## src/rtl/mc_ctrl.sv

```systemverilog
// mc_ctrl: multi-cycle main controller for the MIPS core.
// Sequences fetch/decode/execute/memory/writeback, drives all datapath
// enables and mux selects, and runs the req/ready handshake to the shared
// instruction/data memory with a bounded wait.
module mc_ctrl #(
   parameter int unsigned TIMEOUT = 255
) (
   input  logic       clk,
   input  logic       reset,
   input  logic [5:0] opcode,
   input  logic [5:0] funct,
   input  logic       zero,
   input  logic       mem_ready,
   output logic       pc_write,
   output logic       ir_write,
   output logic       reg_write,
   output logic [1:0] reg_dst,
   output logic [1:0] wd_sel,
   output logic [1:0] alu_src_b,
   output logic [1:0] alu_op,
   output logic [1:0] pc_src,
   output logic       mem_req,
   output logic       mem_we,
   output logic       mem_addr_sel,
   output logic       illegal,
   output logic       mem_err,
   output logic       retire,
   output logic [3:0] state_o
);

   typedef enum logic [3:0] {
      S_FETCH  = 4'd0,
      S_DECODE = 4'd1,
      S_EXE_R  = 4'd2,
      S_EXE_I  = 4'd3,
      S_WB_ALU = 4'd4,
      S_WB_LUI = 4'd5,
      S_ADDR   = 4'd6,
      S_MEM_RD = 4'd7,
      S_WB_MEM = 4'd8,
      S_MEM_WR = 4'd9,
      S_BEQ    = 4'd10,
      S_JUMP   = 4'd11,
      S_JR     = 4'd12
   } state_t;

   typedef enum logic [3:0] {
      C_ADDU, C_SUBU, C_JR, C_ORI, C_LUI, C_LW, C_SW, C_BEQ, C_J, C_JAL, C_ILL
   } cls_t;

   localparam logic [1:0] ALU_ADD = 2'd0;
   localparam logic [1:0] ALU_SUB = 2'd1;
   localparam logic [1:0] ALU_OR  = 2'd2;
   localparam logic [7:0] TO_CNT  = 8'(TIMEOUT);

   state_t     state_q, state_d;
   logic [7:0] cnt_q, cnt_d;
   cls_t       cls;
   logic       in_mem;
   logic       expire;

   logic       pc_write_s, ir_write_s, reg_write_s;
   logic [1:0] reg_dst_s, wd_sel_s, alu_src_b_s, alu_op_s, pc_src_s;
   logic       mem_req_s, mem_we_s, mem_addr_sel_s;
   logic       illegal_s, mem_err_s, retire_s;

   // Instruction class from the IR opcode/funct fields.
   always_comb begin
      cls = C_ILL;
      unique case (opcode)
         6'b000000: begin
            unique case (funct)
               6'b100001: cls = C_ADDU;
               6'b100011: cls = C_SUBU;
               6'b001000: cls = C_JR;
               default:   cls = C_ILL;
            endcase
         end
         6'b001101: cls = C_ORI;
         6'b001111: cls = C_LUI;
         6'b100011: cls = C_LW;
         6'b101011: cls = C_SW;
         6'b000100: cls = C_BEQ;
         6'b000010: cls = C_J;
         6'b000011: cls = C_JAL;
         default:   cls = C_ILL;
      endcase
   end

   assign in_mem = (state_q == S_FETCH) || (state_q == S_MEM_RD) || (state_q == S_MEM_WR);
   // Expiry is judged on the cycle after TIMEOUT wait cycles; a ready in that
   // same cycle still completes the access.
   assign expire = (cnt_q == TO_CNT);

   // Wait counter: counts unanswered request cycles, clears whenever an
   // access ends (ready or expiry) and outside memory states.
   always_comb begin
      cnt_d = '0;
      if (in_mem && !mem_ready && !expire) cnt_d = cnt_q + 8'd1;
   end

   // State and wait-counter registers.
   always_ff @(posedge clk or negedge reset) begin
      if (!reset) begin
         state_q <= S_FETCH;
         cnt_q   <= '0;
      end else begin
         state_q <= state_d;
         cnt_q   <= cnt_d;
      end
   end

   // Next-state selection.
   always_comb begin
      state_d = state_q;
      unique case (state_q)
         S_FETCH:  state_d = mem_ready ? S_DECODE : S_FETCH;
         S_DECODE: begin
            unique case (cls)
               C_ADDU, C_SUBU: state_d = S_EXE_R;
               C_ORI:          state_d = S_EXE_I;
               C_LUI:          state_d = S_WB_LUI;
               C_LW, C_SW:     state_d = S_ADDR;
               C_BEQ:          state_d = S_BEQ;
               C_J, C_JAL:     state_d = S_JUMP;
               C_JR:           state_d = S_JR;
               default:        state_d = S_FETCH;
            endcase
         end
         S_EXE_R, S_EXE_I: state_d = S_WB_ALU;
         S_ADDR:   state_d = (cls == C_SW) ? S_MEM_WR : S_MEM_RD;
         S_MEM_RD: begin
            if (mem_ready)   state_d = S_WB_MEM;
            else if (expire) state_d = S_FETCH;
         end
         S_MEM_WR: begin
            if (mem_ready || expire) state_d = S_FETCH;
         end
         default:  state_d = S_FETCH;
      endcase
   end

   // Output decode from state plus IR fields and handshake inputs.
   always_comb begin
      pc_write_s     = 1'b0;
      ir_write_s     = 1'b0;
      reg_write_s    = 1'b0;
      reg_dst_s      = '0;
      wd_sel_s       = '0;
      alu_src_b_s    = '0;
      alu_op_s       = ALU_ADD;
      pc_src_s       = '0;
      mem_req_s      = 1'b0;
      mem_we_s       = 1'b0;
      mem_addr_sel_s = 1'b0;
      illegal_s      = 1'b0;
      mem_err_s      = 1'b0;
      retire_s       = 1'b0;
      unique case (state_q)
         S_FETCH: begin
            mem_req_s = 1'b1;
            if (mem_ready) begin
               ir_write_s = 1'b1;
               pc_write_s = 1'b1;
            end else if (expire) begin
               mem_err_s = 1'b1;
            end
         end
         S_DECODE: illegal_s = (cls == C_ILL);
         S_EXE_R:  alu_op_s = (cls == C_SUBU) ? ALU_SUB : ALU_ADD;
         S_EXE_I: begin
            alu_src_b_s = 2'd1;
            alu_op_s    = ALU_OR;
         end
         S_WB_ALU: begin
            reg_write_s = 1'b1;
            retire_s    = 1'b1;
            if (cls == C_ORI) begin
               alu_src_b_s = 2'd1;
               alu_op_s    = ALU_OR;
            end else begin
               reg_dst_s = 2'd1;
               alu_op_s  = (cls == C_SUBU) ? ALU_SUB : ALU_ADD;
            end
         end
         S_WB_LUI: begin
            reg_write_s = 1'b1;
            wd_sel_s    = 2'd3;
            retire_s    = 1'b1;
         end
         S_ADDR: alu_src_b_s = 2'd2;
         S_MEM_RD: begin
            mem_req_s      = 1'b1;
            mem_addr_sel_s = 1'b1;
            alu_src_b_s    = 2'd2;
            mem_err_s      = !mem_ready && expire;
         end
         S_WB_MEM: begin
            reg_write_s = 1'b1;
            wd_sel_s    = 2'd1;
            retire_s    = 1'b1;
         end
         S_MEM_WR: begin
            mem_req_s      = 1'b1;
            mem_we_s       = 1'b1;
            mem_addr_sel_s = 1'b1;
            alu_src_b_s    = 2'd2;
            retire_s       = mem_ready;
            mem_err_s      = !mem_ready && expire;
         end
         S_BEQ: begin
            alu_op_s   = ALU_SUB;
            pc_src_s   = 2'd1;
            pc_write_s = zero;
            retire_s   = 1'b1;
         end
         S_JUMP: begin
            pc_write_s = 1'b1;
            pc_src_s   = 2'd2;
            retire_s   = 1'b1;
            if (cls == C_JAL) begin
               reg_write_s = 1'b1;
               reg_dst_s   = 2'd2;
               wd_sel_s    = 2'd2;
            end
         end
         S_JR: begin
            pc_write_s = 1'b1;
            pc_src_s   = 2'd3;
            retire_s   = 1'b1;
         end
         default: ;
      endcase
   end

   // Outputs are gated by reset itself so nothing, not even mem_req, leaks
   // while reset is held low.
   assign pc_write     = reset & pc_write_s;
   assign ir_write     = reset & ir_write_s;
   assign reg_write    = reset & reg_write_s;
   assign reg_dst      = reset ? reg_dst_s   : '0;
   assign wd_sel       = reset ? wd_sel_s    : '0;
   assign alu_src_b    = reset ? alu_src_b_s : '0;
   assign alu_op       = reset ? alu_op_s    : '0;
   assign pc_src       = reset ? pc_src_s    : '0;
   assign mem_req      = reset & mem_req_s;
   assign mem_we       = reset & mem_we_s;
   assign mem_addr_sel = reset & mem_addr_sel_s;
   assign illegal      = reset & illegal_s;
   assign mem_err      = reset & mem_err_s;
   assign retire       = reset & retire_s;
   assign state_o      = reset ? state_q : '0;

endmodule

```

## config.mk

```make
export PLATFORM = sky130hd
export DESIGN_NAME = mc_ctrl
export DESIGN_NICKNAME = d
export VERILOG_FILES = /design/src/rtl/mc_ctrl.sv
export SDC_FILE = /design/constraint.sdc
export NUM_CORES = 1
export LEC_CHECK = 0
export BUFFER_PORTS_ARGS = -buffer_cell sky130_fd_sc_hd__buf_2
export CORE_MARGIN = 1.5
export CORE_UTILIZATION = 45
export CTS_BUF_LIST = sky130_fd_sc_hd__clkbuf_8 sky130_fd_sc_hd__clkbuf_16
export DETAILED_ROUTE_END_ITERATION = 8
export PLACE_DENSITY = 0.71
export SLEW_MARGIN = 5
export SYNTH_ARGS = -nofsm -noshare
export SYNTH_HDL_FRONTEND = slang
export SYNTH_SLANG_ARGS = --single-unit
```

## constraint.sdc

```tcl
create_clock -name clk -period 2.8 [get_ports clk]
set_clock_uncertainty 0.2 [all_clocks]
set_input_delay 0.14 -clock clk [delete_from_list [all_inputs] [get_ports clk]]
set_output_delay 0.14 -clock clk [all_outputs]
set_load 0.02 [all_outputs]
```

==> impl_results.html <==
<table>
<tr><th>Metric</th><th>Value</th></tr>
<tr><th colspan="2">Timing</th></tr>
<tr><td>Period utilization</td><td>84.8%</td></tr>
<tr><td>Setup repair after global routing missed its margin</td><td>false</td></tr>
<tr><td>Hold Vio Cnt, Final</td><td>0</td></tr>
<tr><td>Measured slew at the worst slew-check pin</td><td>0.569 ns</td></tr>
<tr><td>Final number of setup-violating endpoints</td><td>0</td></tr>
<tr><td>Accumulated negative setup slack</td><td>0 ns</td></tr>
<tr><td>Relative slew slack</td><td>62.1%</td></tr>
<tr><td>Number of max-slew violations in the final report</td><td>0</td></tr>
<tr><td>Crit path time final</td><td>2.37 ns</td></tr>
<tr><td>Fmax</td><td>421 MHz</td></tr>
<tr><th colspan="2">Clock tree</th></tr>
<tr><td>Worst skew pair latency</td><td>0.24 ns</td></tr>
<tr><td>CTS Sinks</td><td>12</td></tr>
<tr><td>Inserted Clock Buffers</td><td>3</td></tr>
<tr><td>TritonCTS clock tree</td><td>yes</td></tr>
<tr><td>Number of gates resized after CTS</td><td>0</td></tr>
<tr><td>Total number of H-tree levels</td><td>1</td></tr>
<tr><td>Number of buffers between clock root and the deepest sink</td><td>2</td></tr>
<tr><td>CTS root buffer</td><td>sky130_fd_sc_hd__clkbuf_8</td></tr>
<tr><td>Reg clk slew, reported paths</td><td>0.05 ns</td></tr>
<tr><th colspan="2">Global routing</th></tr>
<tr><td>Total grt overflow</td><td>0</td></tr>
<tr><td>Wire length of the first global-routing pass</td><td>5.45 mm</td></tr>
<tr><td>Antenna violations before repair</td><td>0</td></tr>
<tr><td>Vias in the first global route</td><td>1231</td></tr>
<tr><td>Maximum number of pins on one net before global-route repair</td><td>26</td></tr>
<tr><td>GRT Total Usage</td><td>20.3%</td></tr>
<tr><th colspan="2">Drt</th></tr>
<tr><td>Antenna-violating nets left</td><td>0</td></tr>
<tr><td>Drt pass-1 iters</td><td>6</td></tr>
<tr><td>Vias per inst</td><td>5.94</td></tr>
<tr><td>DR WL/cell</td><td>13.7 µm</td></tr>
<tr><td>Count of routing violations after the opening detailed-route iteration</td><td>77</td></tr>
<tr><td>Post-Route WL</td><td>3.27 mm</td></tr>
<tr><td>Post-detailed-route DRC marker count</td><td>0</td></tr>
<tr><td>DR vias</td><td>1413</td></tr>
<tr><th colspan="2">Final layout</th></tr>
<tr><td>Most common cell after layout, fill and taps aside</td><td>sky130_fd_sc_hd__buf_2</td></tr>
<tr><td>Number of antenna diodes</td><td>0</td></tr>
<tr><td>Util after Layout</td><td>56.8%</td></tr>
<tr><td>Most used cells in the layout excluding fill and tap cells</td><td>sky130_fd_sc_hd__buf_2, sky130_fd_sc_hd__nor2_1, sky130_fd_sc_hd__nand2_1, sky130_fd_sc_hd__dfrtp_1, sky130_fd_sc_hd__a21oi_1</td></tr>
<tr><td>Number of nets in the layout</td><td>225</td></tr>
<tr><td>Proportion of layout cells with a drive suffix above 1</td><td>29.0%</td></tr>
<tr><td>Synthesis-to-finish area growth</td><td>17.5%</td></tr>
<tr><th colspan="2">Worst setup path</th></tr>
<tr><td>Cells along the critical path</td><td>nor2b_1, nand3_1, o31ai_1, and2_1, nor4bb_1, buf_2</td></tr>
<tr><td>Endpoint class of the critical path</td><td>primary output</td></tr>
<tr><td>Data required time at the worst endpoint</td><td>2.46 ns</td></tr>
<tr><td>Startpoint types</td><td>register</td></tr>
<tr><td>Cell count of the worst reg-to-reg path</td><td>5</td></tr>
<tr><td>FF-to-FF setup slack</td><td>0.66 ns</td></tr>
<tr><td>Endpoint of the lowest-slack register-to-register path</td><td>state_q[0]</td></tr>
<tr><td>Maximum fanout along the worst path</td><td>18</td></tr>
<tr><td>Library cell contributing the largest single delay on the critical path</td><td>sky130_fd_sc_hd__dfrtp_1</td></tr>
<tr><td>Launch point of the worst path</td><td>state_q[2]</td></tr>
<tr><td>Critical setup path kind</td><td>register to primary output</td></tr>
<tr><td>Reg-to-reg critical path startpoint</td><td>state_q[1]</td></tr>
<tr><td>Critical Path Max Stage Delay</td><td>0.65 ns</td></tr>
<tr><td>Arrival time of the worst setup path</td><td>2.03 ns</td></tr>
<tr><td>CP Buf/Inv Count</td><td>1</td></tr>
<tr><td>Cell family with most CP delay</td><td>simple AND/OR/NAND/NOR gates</td></tr>
<tr><th colspan="2">Yosys</th></tr>
<tr><td>Arithmetic-cell share of the synthesized area counting full adders, half adders and majority gates</td><td>0.914%</td></tr>
<tr><td>Combinational family with the most area after synthesis</td><td>simple AND/OR/NAND/NOR gates</td></tr>
<tr><td>Post-synth top flop</td><td>sky130_fd_sc_hd__dfrtp_1</td></tr>
<tr><td>Yosys warns</td><td>0</td></tr>
<tr><td>Fraction of the mapped netlist area in simple logic gates</td><td>39.9%</td></tr>
<tr><td>Share of synthesized flip-flops with an asynchronous set or reset</td><td>100%</td></tr>
<tr><td>Number of library cell types mapped by synthesis</td><td>60</td></tr>
<tr><td>Sequential cell area fraction in the yosys report</td><td>21.9%</td></tr>
<tr><td>Post-Syn Area</td><td>0.00137 mm²</td></tr>
<tr><td>Mux share of post-synthesis cell area</td><td>0.823%</td></tr>
<tr><td>Share of the synthesized area in compound gates (AO/OA/AOI/OAI)</td><td>24.8%</td></tr>
<tr><td>Synthesized instance count</td><td>176</td></tr>
<tr><td>Net count of the mapped netlist</td><td>193</td></tr>
<tr><td>Flop and latch count out of synthesis</td><td>12</td></tr>
<tr><td>Average instance area after synthesis</td><td>7.78 µm²</td></tr>
<tr><td>Count of flip-flops with a built-in enable after synthesis</td><td>0</td></tr>
<tr><td>XOR/XNOR share of the synthesized area</td><td>5.12%</td></tr>
<tr><th colspan="2">Floorplan</th></tr>
<tr><td>Die width</td><td>58.2 µm</td></tr>
<tr><td># rows</td><td>19</td></tr>
<tr><td>Effective utilization at floorplan</td><td>48.4%</td></tr>
<tr><td>Full die area</td><td>0.00338 mm²</td></tr>
<tr><td>Number of top-level pins</td><td>39</td></tr>
<tr><td>Die Y</td><td>58.2 µm</td></tr>
<tr><td>Area of the core</td><td>0.00283 mm²</td></tr>
<tr><th colspan="2">Pwr</th></tr>
<tr><td>P per Cell Area</td><td>324 mW/mm²</td></tr>
<tr><td>Total power consumption of the routed design</td><td>0.000521 W</td></tr>
<tr><td>Worst supply voltage drop on vdd</td><td>0.238 mV</td></tr>
<tr><td>Pleak</td><td>0.706 nW</td></tr>
<tr><th colspan="2">Worst hold path</th></tr>
<tr><td>Worst hold start</td><td>mem_ready</td></tr>
<tr><td>Worst Hold Depth</td><td>3</td></tr>
<tr><td>Classification of the worst-slack hold path</td><td>primary input to register</td></tr>
<tr><td>Endpoint with the worst hold slack</td><td>cnt_q[1]</td></tr>
<tr><th colspan="2">Flow run</th></tr>
<tr><td>Total of max-cap violations</td><td>0</td></tr>
<tr><th colspan="2">Placed design</th></tr>
<tr><td>Number of buffers added on ports</td><td>38</td></tr>
<tr><td>DPL Wire Length</td><td>2.54 mm</td></tr>
<tr><td>Routability congestion estimate</td><td>0.863</td></tr>
<tr><th colspan="2">Run status</th></tr>
<tr><td>Result of the run</td><td>finished clean</td></tr>
</table>
cells in the mapped netlist (2+ instances only):
library cell	count	area [µm²]
sky130_fd_sc_hd__nor4_1	3	18.8
sky130_fd_sc_hd__and2_1	7	43.8
sky130_fd_sc_hd__o31ai_1	2	15.0
sky130_fd_sc_hd__xor2_1	5	43.8
sky130_fd_sc_hd__o21ai_0	6	30.0
sky130_fd_sc_hd__a21oi_1	10	50.1
sky130_fd_sc_hd__inv_1	5	18.8
sky130_fd_sc_hd__nand3_1	7	35.0
sky130_fd_sc_hd__and3_1	4	25.0
sky130_fd_sc_hd__nand3b_1	4	30.0
sky130_fd_sc_hd__nand2b_1	4	25.0
sky130_fd_sc_hd__clkbuf_1	8	30.0
sky130_fd_sc_hd__a211oi_1	5	37.5
sky130_fd_sc_hd__xnor2_1	3	26.3
sky130_fd_sc_hd__nor3_1	8	40.0
sky130_fd_sc_hd__a31oi_1	2	12.5
sky130_fd_sc_hd__o21a_1	2	15.0
sky130_fd_sc_hd__buf_6	2	22.5
sky130_fd_sc_hd__nor2b_1	7	43.8
sky130_fd_sc_hd__buf_1	2	7.51
sky130_fd_sc_hd__or3_1	2	12.5
sky130_fd_sc_hd__or4b_2	2	20.0
sky130_fd_sc_hd__nor2_1	17	63.8
sky130_fd_sc_hd__nand2_1	12	45.0
sky130_fd_sc_hd__dfrtp_1	12	300
worst register-to-register path, delay by kind of cell, from the launching register on:
family,cells,cell delay [ns]
AND/OR/NAND/NOR,2,0.90
flip-flops,1,0.58
AO/OA/AOI/OAI,3,0.38
per-stage QoR:
step                      instances  cell area (µm²)  hold WS (ns)  worst slack, ns
after global routing            238             1610         0.212            0.198
after detailed placement        233             1540       -0.0751            0.560
final                           238             1610         0.202            0.426
after floorplan                 176             1370        -0.356            0.510
after global placement          233             1540       -0.0736            0.625
after CTS                       238             1610         0.193            0.401
sequential cells by signal (all words and copies together), names as in the netlist:
register	flops
cnt_q	8
state_q	4
cell families (layout without fill, tap and decap cells):
group,Yosys count,count (layout)
AO/OA/AOI/OAI,45,45
XOR/XNOR,8,8
adder cells (fa/ha/maj),1,1
buffers and inverters,19,50
flip-flops,12,12
multiplexers,1,1
AND/OR/NAND/NOR,90,90
per-layer routing:
| metal | share of wire [%] | GRT usage, % |
|---|---|---|
| met5 | 0 | 0 |
| met4 | 1.3 | 3.99 |
| met3 | 4.5 | 4.24 |
| met2 | 48 | 33.0 |
| met1 | 46 | 28.0 |
where the power goes:
group	internal [W]	switching, W	total [W]
clock	0.000124	0.0000567	0.000180
combinational	0.0000565	0.0000840	0.000141
sequential	0.000181	0.0000184	0.000200
worst max-delay path by stage:
stage / end / slack [ns] / cells past startpoint
6_report: mem_err / 0.43 / 6
5_1_grt: mem_err / 0.20 / 6
4_1_cts: mem_err / 0.40 / 6
3_5_place_dp: wd_sel[1] / 0.56 / 7
3_3_place_gp: wd_sel[1] / 0.62 / 7
2_1_floorplan: mem_err / 0.51 / 6
layout make-up:
type	count	area, µm²
inverters	5	18.8
flip-flops and latches	12	300
clock buffers	4	55.1
well taps	31	38.8
fillers	258	1220
multi-input cells	145	980
repair buffers	41	215
repair_timing:
action	4_1_cts	5_1_grt
endpoints found under the setup margin	0	0
hold endpoints to repair	12	0
setup buffers	0	0
hold buffers	1	0
Note: power is estimated with default switching activity, not from simulation.
